### config.mk
export PLATFORM = sky130hd
export DESIGN_NAME = seg_scan_driver
export DESIGN_NICKNAME = d
export VERILOG_FILES = /design/src/rtl/seg_scan_driver_pkg.sv /design/src/rtl/seg_scan_driver_glyph_decode.sv /design/src/rtl/seg_scan_driver.sv
export SDC_FILE = /design/constraint.sdc
export NUM_CORES = 1
export LEC_CHECK = 0
export ABC_AREA = 1
export ABC_CLOCK_PERIOD_IN_PS = 2500
export CAP_MARGIN = 20
export CORE_MARGIN = 2
export CORE_UTILIZATION = 40
export DETAILED_ROUTE_END_ITERATION = 10
export PLACE_DENSITY_LB_ADDON = 0.3
export SYNTH_ARGS = -nofsm -noshare
export SYNTH_HDL_FRONTEND = slang
export SYNTH_HIERARCHICAL = 1
export SYNTH_SLANG_ARGS = --single-unit
### constraint.sdc
create_clock -name clk -period 2.5 [get_ports clk]
set_input_delay 0.625 -clock clk [delete_from_list [all_inputs] [get_ports clk]]
set_output_delay 0.625 -clock clk [all_outputs]
set_load 0.02 [all_outputs]
### src/rtl/seg_scan_driver_pkg.sv
// Shared display definitions: character codes, glyph type and scan defaults.
package seg_scan_driver_pkg;

  localparam int SYS_CLK_FREQ      = 100_000_000;
  localparam int SCAN_HZ_DEFAULT   = 1000;
  localparam int BLINK_DIV_DEFAULT = 25_000_000;

  typedef logic [4:0] code_t;
  typedef logic [6:0] seg_glyph_t;

  localparam code_t CHAR_0    = 5'd0;
  localparam code_t CHAR_1    = 5'd1;
  localparam code_t CHAR_2    = 5'd2;
  localparam code_t CHAR_3    = 5'd3;
  localparam code_t CHAR_4    = 5'd4;
  localparam code_t CHAR_5    = 5'd5;
  localparam code_t CHAR_6    = 5'd6;
  localparam code_t CHAR_7    = 5'd7;
  localparam code_t CHAR_8    = 5'd8;
  localparam code_t CHAR_9    = 5'd9;
  localparam code_t CHAR_A    = 5'd10;
  localparam code_t CHAR_B    = 5'd11;
  localparam code_t CHAR_C    = 5'd12;
  localparam code_t CHAR_D    = 5'd13;
  localparam code_t CHAR_E    = 5'd14;
  localparam code_t CHAR_F    = 5'd15;
  localparam code_t CHAR_T    = 5'd16;
  localparam code_t CHAR_J    = 5'd17;
  localparam code_t CHAR_R    = 5'd18;
  localparam code_t CHAR_H    = 5'd19;  // drawn as a dash
  localparam code_t CHAR_BLK  = 5'd31;

endpackage

### src/rtl/seg_scan_driver_glyph_decode.sv
// seg_glyph_decode: combinational code_t to {g,f,e,d,c,b,a} segment pattern.
module seg_glyph_decode
  import seg_scan_driver_pkg::*;
(
  input  code_t      code,
  output seg_glyph_t glyph
);

  always_comb begin
    glyph = 7'h00;
    case (code)
      CHAR_0:  glyph = 7'h3F;
      CHAR_1:  glyph = 7'h06;
      CHAR_2:  glyph = 7'h5B;
      CHAR_3:  glyph = 7'h4F;
      CHAR_4:  glyph = 7'h66;
      CHAR_5:  glyph = 7'h6D;
      CHAR_6:  glyph = 7'h7D;
      CHAR_7:  glyph = 7'h07;
      CHAR_8:  glyph = 7'h7F;
      CHAR_9:  glyph = 7'h6F;
      CHAR_A:  glyph = 7'h77;
      CHAR_B:  glyph = 7'h7C;
      CHAR_C:  glyph = 7'h39;
      CHAR_D:  glyph = 7'h5E;
      CHAR_E:  glyph = 7'h79;
      CHAR_F:  glyph = 7'h71;
      CHAR_T:  glyph = 7'h78;
      CHAR_J:  glyph = 7'h1E;
      CHAR_R:  glyph = 7'h50;
      CHAR_H:  glyph = 7'h40;
      default: glyph = 7'h00;  // CHAR_BLK and unassigned codes
    endcase
  end

endmodule

### src/rtl/seg_scan_driver.sv
// Eight-digit multiplexed seven-segment driver with double-buffered frames.
// Optional per-digit blinking is built when SEG_BLINK_EN is defined.
module seg_scan_driver
  import seg_scan_driver_pkg::*;
#(
  parameter int CLK_FREQ  = SYS_CLK_FREQ,
  parameter int SCAN_HZ   = SCAN_HZ_DEFAULT,
  parameter int GUARD     = 4,
  parameter int BLINK_DIV = BLINK_DIV_DEFAULT
) (
  input  logic        clk,
  input  logic        rst,
  input  logic        upd_valid,
  output logic        upd_ready,
  input  code_t [7:0] digits,
  input  logic  [7:0] dp_in,
  input  logic  [7:0] blink_in,
  output logic  [7:0] an,
  output logic  [6:0] seg,
  output logic        dp
);

  localparam int DIV   = CLK_FREQ / SCAN_HZ;
  localparam int DIV_W = (DIV > 1) ? $clog2(DIV) : 1;
  localparam logic [DIV_W-1:0] DIV_LAST  = DIV_W'(DIV - 1);
  localparam logic [DIV_W-1:0] GUARD_END = DIV_W'(GUARD);

  logic [DIV_W-1:0] div_cnt;
  logic [2:0]       scan_idx;
  code_t [7:0]      act_code;
  code_t [7:0]      pend_code;
  logic  [7:0]      act_dp;
  logic  [7:0]      pend_dp;

  logic       div_wrap;
  logic       frame_end;
  logic       swap;
  logic       capture;
  logic       slot_blank;
  logic       digit_off;
  code_t      cur_code;
  seg_glyph_t cur_glyph;

  assign div_wrap  = (div_cnt == DIV_LAST);
  assign frame_end = div_wrap && (scan_idx == 3'd0);
  // upd_ready low means the pending buffer holds a frame waiting for a swap
  assign swap      = frame_end && !upd_ready;
  assign capture   = upd_valid && upd_ready;

  always_ff @(posedge clk) begin
    if (rst) begin
      div_cnt  <= '0;
      scan_idx <= 3'd7;
    end else if (div_wrap) begin
      div_cnt  <= '0;
      scan_idx <= scan_idx - 3'd1;
    end else begin
      div_cnt  <= div_cnt + 1'b1;
    end
  end

  always_ff @(posedge clk) begin
    if (rst) begin
      upd_ready <= 1'b1;
      act_code  <= {8{CHAR_BLK}};
      act_dp    <= '0;
      pend_code <= {8{CHAR_BLK}};
      pend_dp   <= '0;
    end else if (swap) begin
      act_code  <= pend_code;
      act_dp    <= pend_dp;
      upd_ready <= 1'b1;
    end else if (capture) begin
      pend_code <= digits;
      pend_dp   <= dp_in;
      upd_ready <= 1'b0;
    end
  end

`ifdef SEG_BLINK_EN
  localparam int BLK_W = (BLINK_DIV > 1) ? $clog2(BLINK_DIV) : 1;
  localparam logic [BLK_W-1:0] BLINK_LOAD = BLK_W'(BLINK_DIV - 1);

  logic [BLK_W-1:0] blink_cnt;
  logic             blink_phase;
  logic [7:0]       act_blink;
  logic [7:0]       pend_blink;

  always_ff @(posedge clk) begin
    if (rst) begin
      blink_cnt   <= BLINK_LOAD;
      blink_phase <= 1'b0;
    end else if (blink_cnt == '0) begin
      blink_cnt   <= BLINK_LOAD;
      blink_phase <= ~blink_phase;
    end else begin
      blink_cnt   <= blink_cnt - 1'b1;
    end
  end

  // blink mask follows the same capture/swap path as the glyphs
  always_ff @(posedge clk) begin
    if (rst) begin
      act_blink  <= '0;
      pend_blink <= '0;
    end else if (swap) begin
      act_blink  <= pend_blink;
    end else if (capture) begin
      pend_blink <= blink_in;
    end
  end

  assign digit_off = act_blink[scan_idx] && blink_phase;
`else
  logic blink_unused;
  assign blink_unused = ^blink_in;
  assign digit_off    = 1'b0;
`endif

  assign cur_code   = act_code[scan_idx];
  assign slot_blank = (div_cnt < GUARD_END);

  seg_glyph_decode u_glyph (
    .code  (cur_code),
    .glyph (cur_glyph)
  );

  always_ff @(posedge clk) begin
    if (rst) begin
      an  <= '0;
      seg <= '0;
      dp  <= 1'b0;
    end else if (slot_blank) begin
      an  <= '0;
      seg <= '0;
      dp  <= 1'b0;
    end else begin
      an  <= 8'd1 << scan_idx;
      seg <= digit_off ? 7'h00 : cur_glyph;
      dp  <= digit_off ? 1'b0 : act_dp[scan_idx];
    end
  end

endmodule
# Yosys cells after proc, flatten, opt, wreduce, memory -nomap -nowiden

Memory sizes are Yosys's and may differ from the RTL's. A register that Yosys moved wholly into a read port is not among the register bits.
Cells that the tools add are included.

Register bits: 126
Bits in latches: 0
Memory bits (writable): 0
ROM bits: 224
Bits of input ports: 59
Output and inout port bits: 17
Logic and storage cells: 44
Memories: 1

Memory list:

| name            | words | width | rd ports | clocked after memory_dff | write ports | line                               | source |
|---|---|---|---|---|---|---|---|
| (no name shown) | 32    | 7     | 1        | 1                        | 0           | seg_scan_driver_glyph_decode.sv:11 | `case (code)` |

Add/subtract/negate cells: 2
$mul: 0
Divide/modulo/power cells: 0
Order comparisons: 2
Equality and inequality tests: 1
Shifts and indexed selects: 1
Mux-type cells: 4
Bitwise gates (word level): 1
Reductions and logical operators: 9

Operator list:

| kind                  | number |
|---|---|
| $add 17x1->17 const B | 1 |
| $eq 17x17->1 const B  | 1 |
| $lt 17x3->1 const B   | 1 |
| $bmux 5 s3            | 1 |
| $shl 1x3->8 const A   | 1 |
| $reduce_or 2->1       | 3 |
| $mux 5                | 1 |
| $lt 3x4->1 const B    | 1 |
| $bmux 1 s3            | 1 |
| $logic_and 1x1->1     | 3 |
| $logic_not 3->1       | 1 |
| $sub 3x1->3 const B   | 1 |
| $reduce_and 2->1      | 1 |
| $logic_not 1->1       | 1 |
| $mux 1                | 1 |
| $not 1->1             | 1 |

# Longest topological paths before layout

Depth after elaboration: 5
Gate-level depth with buffers: 16
Gate-level depth less buffers: 14

# Cells and area by module

Netlist, hierarchy kept.

By module, submodules not included:

| module           | instances | cells an instance | area an instance (um^2) |
|---|---|---|---|
| seg_scan_driver  | 1         | 743               | 5,444.0 |
| seg_glyph_decode | 1         | 63                | 315.3 |

# Least setup slack after synthesis

OpenSTA, ideal clock, no wires.

Kind: register to register
From: reg scan_idx[0]
To: reg seg[3]
Library setup time: 0.120 ns
Data arrival time: 1.975 ns
Path slack: 0.405 ns
Stages on the path, launching flop included: 17
Clock period less this slack: 2.095 ns
Path through: dfxtp_1 clkbuf_1 inv_1 clkbuf_1 o21ai_0 o22ai_1 nand2_1 nand2_1 inv_1 ha_1 inv_1 nand2_1 nand3_1 nand3_1 nand2_1 inv_1 nor2_1

Longest elaborated chain between the ends: 2

RTL lines:

| what                         | line                   | source |
|---|---|---|
| from (decl)                  | seg_scan_driver.sv:29  | `logic [2:0] scan_idx;` |
| from (signal assigned)       | seg_scan_driver.sv:56  | `scan_idx <= scan_idx - 3'd1;` |
| $bmux 5 s3                   | seg_scan_driver.sv:120 | `assign cur_code = act_code[scan_idx];` |
| $mux 5 (implied by the code) | seg_scan_driver.sv:120 |  |
| via cur_code[1]              | seg_scan_driver.sv:41  | `code_t cur_code;` |
| to (decl)                    | seg_scan_driver.sv:19  | `output logic [6:0] seg,` |

The timed path passes the listed nets, and every way through them passes these cells. The select of a mux whose other input is x is not followed.
A chain may end at the register's enable or synchronous reset.

# Final worst setup path

From: reg upd_ready
To: out upd_ready

RTL lines:

| what                   | line                  | source |
|---|---|---|
| from (decl)            | seg_scan_driver.sv:14 | `output logic upd_ready,` |
| from (signal assigned) | seg_scan_driver.sv:64 | `upd_ready <= 1'b1;` |
| from (signal assigned) | seg_scan_driver.sv:72 | `upd_ready <= 1'b1;` |
| from (signal assigned) | seg_scan_driver.sv:76 | `upd_ready <= 1'b0;` |

No word-level cell between the ends.

==> flow_summary.yaml <==
clocking:
  post-cts-setup-buffers: 0
  cts_resized: 0
  root_buffer: "clkbuf_16"
  clock_latency_ns: 0.43
  numCtsBuffers: 17
  clk_pin_slew_ns: 0.05
  cts.sinks: 133
  cts_tree: "built"
  htreeDepth: 4
  clk_path_buf_depth: 2
  ctsHoldBuffers: 0
synthesis:
  yosysSeqAreaShare_pct: 46.23
  synthFlopType: "dfxtp_1"
  synth_enable_flop_cells: 0
  ys_warn_count: 6
  syn_nets: 877
  synth.area.top_cells: "dfxtp_1 (46%), nand2_1 (14%), nand3_1 (9.0%)"
  ys_ff_latch: 133
  synth_async_sr_flop_share_pct: 0
  synth_top_area_cell: "dfxtp_1"
  synth_top_area_share_pct: 46.23
  avgSynthCellArea_sq_um: 7.146
  ys_types: 25
  synth_cells: 806
  netlist_area_sq_um: 5759
sta:
  worst_slack_ns: 0.3145
  maxSlewHeadroom_pct: 70.50
  finalSetupViolCount: 0
  worst_hold_slack_ns: 0.4511
  fin_crit_sh_pct: 87.42
  fin_crit_ns: 2.185
  rsz0062_at_grt: "no"
  tightest_slew_ns: 0.4420
  fin_setup_tns_ns: 0
  finalClockSkew_ns: 0.008900
  drv_slew: 0
  max_freq_mhz: 457.6
  hold_viol_final: 0
cells_and_area:
  post_route_cells_drive_above_1_share_pct: 8.032
  fillerInstances: 1394
  area_delta_synth_final_pct: 27.37
  seqCellArea_sq_um: 2663
  most-common-layout-cells: "nand2_1 (217), dfxtp_1 (133), nor2_1 (105), nand3_1 (104), clkdlybuf4s50_1 (67)"
  final_nets: 943
  layout_commonest_cell: "nand2_1"
  final_area_sq_um: 7336
  multi_input_area_sq_um: 2679
  antennaDiodeCount: 0
detailed_routing:
  postRouteAntennaNets: 0
  viasPerCell: 4.956
  wl_per_cell_um: 12.97
  vias: 5273
  drt_iter0_drc: 286
  wl_um: 13800
  firstDrtPassIters: 6
  drc: 0
run_status:
  status: "finished clean"
global_route:
  global_route.usage.total_pct: 19.47
  grt_pass1_wl_um: 23070
  antenna_found_initial: 0
  overflow: 0
  grt_max_degree: 83
  grt_pass1_vias: 4937
setup_path:
  end_kind: "output port"
  worstSetupPathType: "reg2out"
  path_cells: "clkdlybuf4s50_1"
  critPathSlowestCell: "clkdlybuf4s50_1"
  cp_max_fo: 4
  critPathTopFamily: "buffers and inverters"
  cp-start-kind: "register"
  cp.required_ns: 1.88
  cpPeakStageDelay_ns: 0.67
  cp.arrival_ns: 1.56
  cp_num_buf_inv: 1
min_path:
  hold_path_class: "reg2reg"
power_and_ir_drop:
  leakage_nw: 3.241
  peakVddDrop_mv: 0.4873
  powerDensity_nw_per_um2: 693.0
  total_power_mw: 5.084
floorplan:
  ioPinCount: 76
  start_util_pct: 41.17
  core-area_sq_um: 13990
  fp.dieW_um: 124.0
  num_rows: 43
  die-area_sq_um: 15370
  die_height_um: 124.0
placement:
  hpwl_um: 9212
  port_buffers: 67
  place_congestion: 0.8789
  dpl_worst_slack_ns: 0.3915
  placed_cell_area_sq_um: 6720
job:
  cap_violations: 0
[worst reg2reg max path: stages, from the launching register on]
cell and delay, ns:
dfxtp_1 0.32, inv_1 0.07, buf_4 0.25, o21ai_0 0.13, o22ai_1 0.15, nand2_1 0.08
nand2_1 0.16, inv_1 0.13, ha_1 0.31, nand2_1 0.09, nand2_1 0.06, nand2_1 0.07
nand2_1 0.05, nand2_1 0.05, inv_1 0.04, nor2_1 0.08
[stage by stage]
stage / util [%] / instances
finish: 52.44 / 1064
floorplan: - / 806
global placement: 48.04 / 1033
CTS: 52.44 / 1064
detailed placement: 48.04 / 1033
global route: 52.44 / 1064
[sequential cells by signal, summed over array words and instances, names as in the netlist]
| register | cells |
|---|---|
| act_code | 40 |
| pend_code | 40 |
| div_cnt | 17 |
| act_dp | 8 |
| an | 8 |
| pend_dp | 8 |
| seg | 7 |
| scan_idx | 3 |
| dp | 1 |
| upd_ready | 1 |
[cell type report]
cell class              count  share of cell area, %
clock buffers              21                  6.413
clock inverters            10                  1.979
inverters                  50                  2.558
multi-input cells         572                  36.52
flip-flops and latches    133                  36.30
well taps                 180                  3.070
repair buffers             98                  13.17
[logic make-up after synthesis]
group | share of synthesized area (%)
buf+inv | 7.408
xor+xnor | 1.065
simple gates | 36.69
flops | 46.23
fa+ha+maj | 2.607
compound gates | 5.996
[path summary, 6_finish.rpt]
| check | from | endpoint | slack [ns] | depth (start not counted) |
|---|---|---|---|---|
| worst max-delay path | upd_ready | upd_ready | 0.31 | 1 |
| worst min register to register | div_cnt[0] | div_cnt[0] | 0.45 | 1 |
| worst max register to register | scan_idx[0] | seg[1] | 0.38 | 15 |
| worst min-delay path | div_cnt[0] | div_cnt[0] | 0.45 | 1 |
[cell usage after synthesis (5+ instances only)]
cell type  number
o22ai_1        10
ha_1           12
nor2_1        106
dfxtp_1       133
inv_1          47
nand4_1        48
nand3_1       104
nor3_1          5
buf_2           8
o21ai_0        36
nand2_1       217
clkbuf_1       34
xor2_1          6
a21oi_1        19
[per-layer routing]
| layer | track usage [%] | share of wire [%] | vias up |
|---|---|---|---|
| met5 | 0 | 0 | - |
| met3 | 5.952 | 4.8 | 9 |
| li1 | - | - | 2783 |
| met1 | 24.67 | 48 | 2360 |
| met4 | 6.601 | 0.79 | 0 |
| met2 | 31.59 | 46 | 121 |
[power breakdown]
part           internal [mW]  leakage [nW]  switching, mW
sequential              2.19          1.09         0.0408
clock                   1.65         0.297          0.932
combinational          0.133          1.86          0.137
total                   3.97          3.24           1.11
Power figures use the tool's default switching activity.
